**config.mk**
```make
export PLATFORM = sky130hd
export DESIGN_NAME = plb_line_fetch
export DESIGN_NICKNAME = d
export VERILOG_FILES = /design/src/rtl/plb_line_fetch.sv
export SDC_FILE = /design/constraint.sdc
export NUM_CORES = 1
export LEC_CHECK = 0
export CAP_MARGIN = 20
export CORE_UTILIZATION = 25
export CTS_CLUSTER_DIAMETER = 200
export DETAILED_ROUTE_END_ITERATION = 7
export GPL_ROUTABILITY_DRIVEN = 1
export GPL_TIMING_DRIVEN = 0
export PLACE_DENSITY = 0.57
export SYNTH_ARGS = -nofsm -noshare
export SYNTH_HDL_FRONTEND = slang
export SYNTH_SLANG_ARGS = --single-unit
```
**constraint.sdc**
```tcl
create_clock -name plb_clk -period 5.1 [get_ports plb_clk]
set_clock_uncertainty 0.15 [all_clocks]
set_input_delay 0.765 -clock plb_clk [delete_from_list [all_inputs] [get_ports plb_clk]]
set_output_delay 0.765 -clock plb_clk [all_outputs]
set_load 0.01 [all_outputs]
```
**src/rtl/plb_line_fetch.sv**
```systemverilog
// plb_line_fetch: PLB read master filling the TFT RGB line buffer, one 80-cacheline line per get_line request.
module plb_line_fetch #(
  parameter int C_LINES  = 480,
  parameter int C_BURSTS = 80
) (
  input  logic        plb_clk,
  input  logic        plb_rst_n,
  input  logic        tft_on_reg,
  input  logic [0:10] base_addr,
  input  logic        frame_start,
  input  logic        get_line,
  output logic        M_request,
  output logic [0:31] M_ABus,
  output logic        M_RNW,
  output logic [0:3]  M_size,
  output logic [0:7]  M_BE,
  input  logic        PLB_MAddrAck,
  input  logic        PLB_MRdDAck,
  input  logic [0:63] PLB_MRdDBus,
  input  logic        PLB_MErr,
  output logic [0:63] PLB_BRAM_data,
  output logic        PLB_BRAM_we,
  output logic [0:1]  PLB_BRAM_addr_lsb,
  output logic        PLB_BRAM_addr_en,
  output logic        line_done,
  output logic        busy,
  output logic        overrun,
  output logic        bus_err
);
  typedef enum logic [2:0] {IDLE, REQ, DATA, NEXT, DONE} state_t;
  state_t      state;
  logic [8:0]  line;
  logic [6:0]  burst;
  logic [1:0]  beat;
  logic [8:0]  line_nxt;
  assign M_RNW    = 1'b1;
  assign M_size   = 4'b0010;
  assign M_BE     = 8'hFF;
  assign line_nxt = (line == 9'(C_LINES - 1)) ? 9'd0 : line + 9'd1;
  always_ff @(posedge plb_clk or negedge plb_rst_n) begin
    if (!plb_rst_n) begin
      state             <= IDLE;
      line              <= '0;
      burst             <= '0;
      beat              <= '0;
      M_request         <= 1'b0;
      M_ABus            <= '0;
      PLB_BRAM_data     <= '0;
      PLB_BRAM_we       <= 1'b0;
      PLB_BRAM_addr_lsb <= '0;
      PLB_BRAM_addr_en  <= 1'b0;
      line_done         <= 1'b0;
      busy              <= 1'b0;
      overrun           <= 1'b0;
      bus_err           <= 1'b0;
    end else begin
      PLB_BRAM_we      <= 1'b0;
      PLB_BRAM_addr_en <= 1'b0;
      line_done        <= 1'b0;
      if (PLB_MErr) bus_err <= 1'b1;
      if (get_line && state != IDLE) overrun <= 1'b1;
      case (state)
        IDLE: if (get_line && tft_on_reg) begin
          state     <= REQ;
          burst     <= '0;
          beat      <= '0;
          busy      <= 1'b1;
          M_request <= 1'b1;
          M_ABus    <= {base_addr, frame_start ? 9'd0 : line, 7'd0, 5'd0};
        end
        REQ: if (PLB_MAddrAck) begin
          state     <= DATA;
          M_request <= 1'b0;
          beat      <= '0;
        end
        // Beats are written even on PLB_MErr so the buffer's address counter never slips.
        DATA: if (PLB_MRdDAck) begin
          PLB_BRAM_data     <= PLB_MRdDBus;
          PLB_BRAM_we       <= 1'b1;
          PLB_BRAM_addr_lsb <= beat;
          beat              <= beat + 2'd1;
          if (beat == 2'd3) begin
            PLB_BRAM_addr_en <= 1'b1;
            state            <= NEXT;
          end
        end
        NEXT: if (burst == 7'(C_BURSTS - 1)) state <= DONE;
        else begin
          burst     <= burst + 7'd1;
          state     <= REQ;
          M_request <= 1'b1;
          M_ABus    <= {base_addr, line, burst + 7'd1, 5'd0};
        end
        DONE: begin
          line_done <= 1'b1;
          line      <= line_nxt;
          busy      <= 1'b0;
          state     <= IDLE;
        end
        default: state <= IDLE;
      endcase
      if (frame_start) line <= '0;
    end
  end
endmodule

```
Word level (Yosys, flattened, before mapping)

Cells that the tools add are included.

ROM bits: 0
RAM bits: 0
Flip-flop bits (word level): 126
Memories: 0
Bits in latches: 0

Bitwise logic cells: 0
Equality and inequality tests: 12
Shift operators: 0
Muxes and demuxes: 31
Magnitude comparators: 0
Divide/modulo/power cells: 0
Multiply operators: 0
Add/sub/neg operators: 3
Reduce and logical (&&, ||, !) cells: 15

Operators by type and width:

| cell                  | count |
|---|---|
| $mux W32              | 2 |
| $pmux W32 S2          | 1 |
| $mux W9               | 4 |
| $mux W3               | 5 |
| $mux W7               | 2 |
| $pmux W7 S2           | 1 |
| $pmux W3 S4           | 1 |
| $reduce_and A4 Y1     | 3 |
| $ne A2 B2 Y1 const B  | 5 |
| $add A9 B1 Y9 const B | 1 |
| $eq A9 B9 Y1 const B  | 1 |
| $mux W1               | 9 |
| $reduce_bool A3 Y1    | 3 |
| $add A7 B1 Y7 const B | 1 |
| $eq A7 B7 Y1 const B  | 1 |
| $eq A3 B2 Y1 const B  | 2 |
| $mux W2               | 3 |
| $pmux W2 S3           | 1 |
| $reduce_bool A2 Y1    | 3 |
| $reduce_and A2 Y1     | 2 |
| $eq A3 B1 Y1 const B  | 1 |
| $eq A3 B3 Y1 const B  | 1 |
| $logic_not A3 Y1      | 1 |
| $pmux W1 S3           | 1 |
| 5 further kinds       | 6 |

Depth between registers and ports, before layout

Gate-level depths: netlist (run 1).

Depth after elaboration: 4
Mapped depth: 7

Least setup slack after synthesis (run 1)

OpenSTA, ideal clock, no wires.

Path type: reg-to-reg
Start point: register burst[0]
End point: register M_ABus[1] (netlist bit)
Setup slack: 3049 ps
Clock period less this slack: 2051 ps
Stages on the path, launching flop included: 7
Path buffers: 1
Arrival: 1773 ps
Required time: 4822 ps
Path through: dfrtp_1 -> ha_1 -> and3_1 -> a31o_2 -> o21ai_2 -> buf_4 -> mux2_1

Word-level cells in the longest chain between the ends: 3

RTL lines:

| item                               | RTL line | text |
|---|---|---|
| start: declaration                 | 33       | `logic [6:0] burst;` |
| start signal: assignment           | 89       | `burst <= burst + 7'd1;` |
| $eq A7 B7 Y1                       | 87       | `NEXT: if (burst == 7'(C_BURSTS - 1)) state <= DONE;` |
| $ne A2 B2 Y1 (no source line)      | n/a      |  |
| $reduce_and A3 Y1 (no source line) | n/a      |  |
| end signal: assignment             | 69       | `M_ABus <= {base_addr, frame_start ? 9'd0 : line, 7'd0, 5'd0};` |
| end signal: assignment             | 92       | `M_ABus <= {base_addr, line, burst + 7'd1, 5'd0};` |
| end: declaration                   | 13       | `output logic [0:31] M_ABus,` |

No other way between the ends.
A chain may end at the register's enable or synchronous reset.

==> results of run 1 <==
-- routing by layer --
layer	track usage [%]	share of wire, %	vias to the layer above
met4	3.509	1.2	0
met5	0	0	-
met2	21.10	48	136
li1	-	-	1689
met1	13.91	40	1733
met3	6.103	9.9	17
-- final cells by class --
| class | instances | area share, % |
|---|---|---|
| tap | 265 | 4.237 |
| sequential | 114 | 36.46 |
| clock inverter | 15 | 2.335 |
| multi-input combinational | 220 | 24.13 |
| inverter | 12 | 0.5756 |
| clock buffer | 17 | 5.437 |
| timing repair buffer | 182 | 23.52 |
| antenna | 1 | 0.03198 |
| buffer | 36 | 3.278 |
-- worst reg2reg max path: stages, from the launching register on --
cell     delay, ps
dfrtp_1        420
ha_1           250
and3_1         230
a31o_2         290
o21ai_2        140
buf_4          270
mux2_1         340
-- cell families (layout without fill, tap and decap cells) --
logic type | count (synthesis) | count (layout) | synth area share (%)
mux | 90 | 90 | 22.20
buf+inv | 48 | 262 | 6.052
xor+xnor | 3 | 3 | 0.5275
flops | 114 | 114 | 57.26
compound gates | 32 | 32 | 4.872
fa+ha+maj | 3 | 3 | 0.7535
simple gates | 74 | 74 | 8.188
other cells | 2 | 19 | 0.1507
-- registers in the layout (all words and copies together) (netlist names) --
name	cells
M_request	1
PLB_BRAM_we	1
PLB_BRAM_data	64
PLB_BRAM_addr_en	1
line	9
bus_err	1
busy	1
M_ABus	21
burst	6
PLB_BRAM_addr_lsb	2
state	3
beat	2
overrun	1
line_done	1
-- final timing paths --
| check | slack, ps | from | end | depth (start not counted) |
|---|---|---|---|---|
| worst max-delay path | 2710 | burst[4] | M_ABus[22] | 1 |
| worst min-delay path | 70 | plb_rst_n | PLB_BRAM_data[3] | 1 |
| worst max register to register | 2880 | burst[0] | M_ABus[3] | 6 |
| worst min register to register | 320 | overrun | overrun | 1 |
| max in group asynchronous | 3980 | plb_rst_n | PLB_BRAM_data[32] | 2 |
| min in group plb_clk | 320 | overrun | overrun | 1 |
-- cell usage after synthesis (4+ instances only) --
cell type	count	area [um2]
dfrtp_1	114	2853
mux2_1	48	540.5
mux2_4	29	435.4
buf_4	22	165.2
nand2_1	21	78.83
mux2i_1	13	130.1
nor2_1	13	48.80
inv_1	11	41.29
nand3_1	10	50.05
buf_2	7	35.03
a21oi_1	6	30.03
and3_1	5	31.28
buf_6	4	45.04
nand4_1	4	25.02
o21ai_0	4	20.02
-- through the flow --
| step | setup WS [ps] | TNS, ps |
|---|---|---|
| 6_report | 2712 | 0 |
| 5_1_grt | 2646 | 0 |
| 4_1_cts | 2678 | 0 |
| 3_5_place_dp | 2414 | 0 |
| 3_3_place_gp | -1419 | -159990 |
| 2_1_floorplan | 3049 | 0 |
-- power by group --
group / switching, uW / internal [uW]
clock: 447 / 774
sequential: 186 / 1250
combinational: 636 / 1030
total: 1270 / 3050
==> results.ini, run 1 <==
[detailed_routing]
wirelength_um = 12480
num_vias = 3575
drc = 0
vias_per_cell = 4.147
ant_nets = 0
drtIter0Drc = 92
drt_first_pass_iters = 4
wl_per_cell_um = 14.47

[synthesis]
yosysWarnings = 0
netlist_area_um2 = 4982
avgSynthCellArea_um2 = 13.61
synth_cells = 366
synth_edf_count = 0
ys.flop_type = dfrtp_1
async_flop_share_pct = 100.0
ys_types = 53
synth.yosys.seq_area_share_pct = 57.26
ys_seq_elements = 114

[power]
p_leak_uw = 0.003389
power_density_nw_per_um2 = 552.2
p_total_uw = 4321
vdd_drop_max_uv = 237.1

[placement]
dpl.cell_count = 829
dpl_cell_area_um2 = 7214
dp.final_hpwl_um = 9140
numPortBuffers = 181
place.gp.congestion = 0.7659

[setup_path]
cpPeakStageDelay_ps = 600
cp_top_family = buffers and inverters
cp_max_fo = 7
crit_required_ps = 4180
worstPathCellList = clkdlybuf4s50_1
worstSetupStartpointType = flip-flop
path_buf_inv = 1
crit_arrival_ps = 1470
crit_type = flip-flop to primary output
worstSetupEndpointType = primary output
cpMaxStageDelayCell = clkdlybuf4s50_1

[sta]
hold_viol = 0
period_needed_ps = 2388
hold-worst-slack_ps = 74.26
final_max_slew_viol_count = 0
timing.fmax_mhz = 418.8
min_period_over_period_pct = 46.82
setup_viol = 0
rsz0062_at_grt = false

[cts]
cts_tree = built
cts_buffer_depth = 2
clk_latency_ps = 410
ctsHoldBuffers = 0
cts.root.buffer_cell = clkbuf_16
ctsResizeCount = 0
path_clk_slew_ps = 60
cts_made_buffers = 17
cts_setup_buffers = 0
clock_sinks = 114
cts-htree-levels = 4

[final_layout]
fin_area_um2 = 7825
final_util_pct = 40.07
finalNetCount = 669
syn_to_final_growth_pct = 57.06
layout_commonest_cell = clkdlybuf4s50_1
drive_gt1_share_pct = 17.28
layout.area.seq_um2 = 2853
final_cell_count_no_fill = 862
multi_input_area_um2 = 1888
fillers = 1885
final_cell_mix = clkdlybuf4s50_1 (180), dfrtp_1 (114), mux2_1 (48)

[die]
rows = 51
io_pins = 201
dieArea_um2 = 20500
core_um2 = 19530
die_x_um = 143.2
die_y_um = 143.2
start_util_pct = 25.52

[global_route]
grt_pass1_vias = 3673
grt_usage_pct = 12.52
gr-total-overflow = 0
grt_max_degree = 86
grt_antenna_before_repair = 0
grt_first_pass_wirelength_um = 19310

[outcome]
status = finished clean

[run]
maxCapViolCount = 0

[min_path]
min_path_type = input pin to async pin

No activity file was read; power rests on OpenSTA's default activity.
==> run 2: changes to the inputs <==
- clock period: 5.1 -> 2.4 ns (I/O delays scaled with it)
==> results.ini, run 2 (synthesis gave the netlist of run 1 again) <==
[setup_path]
path_buf_inv = 1
cp_max_fo = 10
cp-startpoint = burst[0]
crit_type = flip-flop to flip-flop
worstSetupStartpointType = flip-flop
cpPeakStageDelay_ps = 420
worstPathCellList = ha_1, and3_1, a31o_2, o21ai_2, buf_4, mux2_1
cp_top_family = compound AO/OA/AOI/OAI gates
worstSetupEndpointType = flip-flop
crit_required_ps = 2540
cpMaxStageDelayCell = dfrtp_1
crit_arrival_ps = 2370
timing.rr.start = burst[0]

[power]
p_leak_uw = 0.003394
vdd_drop_max_uv = 504.6
power_density_nw_per_um2 = 1173
p_total_uw = 9188

[cts]
ctsHoldBuffers = 1
cts_made_buffers = 17
cts_tree = built
cts_buffer_depth = 2
clk_latency_ps = 410
cts-htree-levels = 4
ctsResizeCount = 0
clock_sinks = 114
cts.root.buffer_cell = clkbuf_16
cts_setup_buffers = 0
path_clk_slew_ps = 60

[sta]
setup_viol = 0
final_max_slew_viol_count = 0
rsz0062_at_grt = false
timing.fmax_mhz = 449.6
period_needed_ps = 2224
min_period_over_period_pct = 92.68
setup-tns-final_ps = 0
hold_viol = 0

[detailed_routing]
ant_nets = 0
drc = 0
drtIter0Drc = 91
wirelength_um = 12500
drt_first_pass_iters = 4
wl_per_cell_um = 14.50
vias_per_cell = 4.137
num_vias = 3566

[min_path]
min_path_type = input pin to flip-flop
hp-start = frame_start

[die]
start_util_pct = 25.52
core_um2 = 19530
io_pins = 201
die_x_um = 143.2
die_y_um = 143.2
rows = 51
dieArea_um2 = 20500

[final_layout]
final_cell_count_no_fill = 862
largestRegisters = PLB_BRAM_data (64), M_ABus (21), line (9)
drive_gt1_share_pct = 17.25
finalNetCount = 670
layout_commonest_cell = clkdlybuf4s50_1
largest_register_ffs = 64
antenna_cells = 0
fillers = 1885
regMostFlops = PLB_BRAM_data
fin_area_um2 = 7833
final_cell_mix = clkdlybuf4s50_1 (180), dfrtp_1 (114), mux2_1 (48)
syn_to_final_growth_pct = 57.21
final_util_pct = 40.11

[global_route]
grt_max_degree = 86
grt_pass1_vias = 3679
grt_first_pass_wirelength_um = 19330
grt_antenna_before_repair = 0
gr-total-overflow = 0
grt_usage_pct = 12.53

[placement]
dpl.cell_count = 829
dp.final_hpwl_um = 9140
place.gp.congestion = 0.7659
numPortBuffers = 181
dpl_cell_area_um2 = 7214

[run]
maxCapViolCount = 0

[outcome]
status = finished clean

## run 2: per-stage QoR
stage	setup WS (ps)	hold slack (ps)
global route	72.83	66.25
finish	175.6	77.30
CTS	141.0	59.10
global placement	-3714	305.2
floorplan	349.4	-85.59
detailed placement	118.5	107.8
## run 2: worst paths after layout
path	slack, ps	to	cells after the start
worst max register to register	180	M_ABus[3]	6
max in group asynchronous	1090	PLB_BRAM_data[32]	3
worst min register to register	320	overrun	1
min in group asynchronous	260	PLB_BRAM_data[3]	2
worst max-delay path	180	M_ABus[3]	6
worst min-delay path	80	line[2]	2
## run 2: power by group
part,total [uW],internal [uW],switching [uW],leakage [uW]
sequential,3050,2660,395,0.00141
combinational,3540,2180,1350,0.00169
clock,2600,1640,954,0.000298
total,9190,6490,2700,0.00339
## run 2: layer usage
| layer | global-route usage [%] | share of wire (%) | up-vias |
|---|---|---|---|
| li1 | - | - | 1690 |
| met1 | 13.91 | 40 | 1732 |
| met2 | 21.16 | 49 | 131 |
| met3 | 6.103 | 10 | 13 |
| met4 | 3.509 | 1.1 | 0 |
| met5 | 0 | 0 | - |
## run 2: cell type report
cell class	instances	area, um2	share of cell area [%]
timing repair buffer	183	1851	23.63
clock inverter	15	182.7	2.332
buffer	36	256.5	3.275
clock buffer	17	425.4	5.431
inverter	12	45.04	0.5751
tap	265	331.6	4.233
multi-input combinational	220	1888	24.11
sequential	114	2853	36.42
## run 2: worst register-to-register path, stage by stage, from the launching register on
cell     delay, ps
dfrtp_1        420
ha_1           250
and3_1         230
a31o_2         290
o21ai_2        140
buf_4          270
mux2_1         340
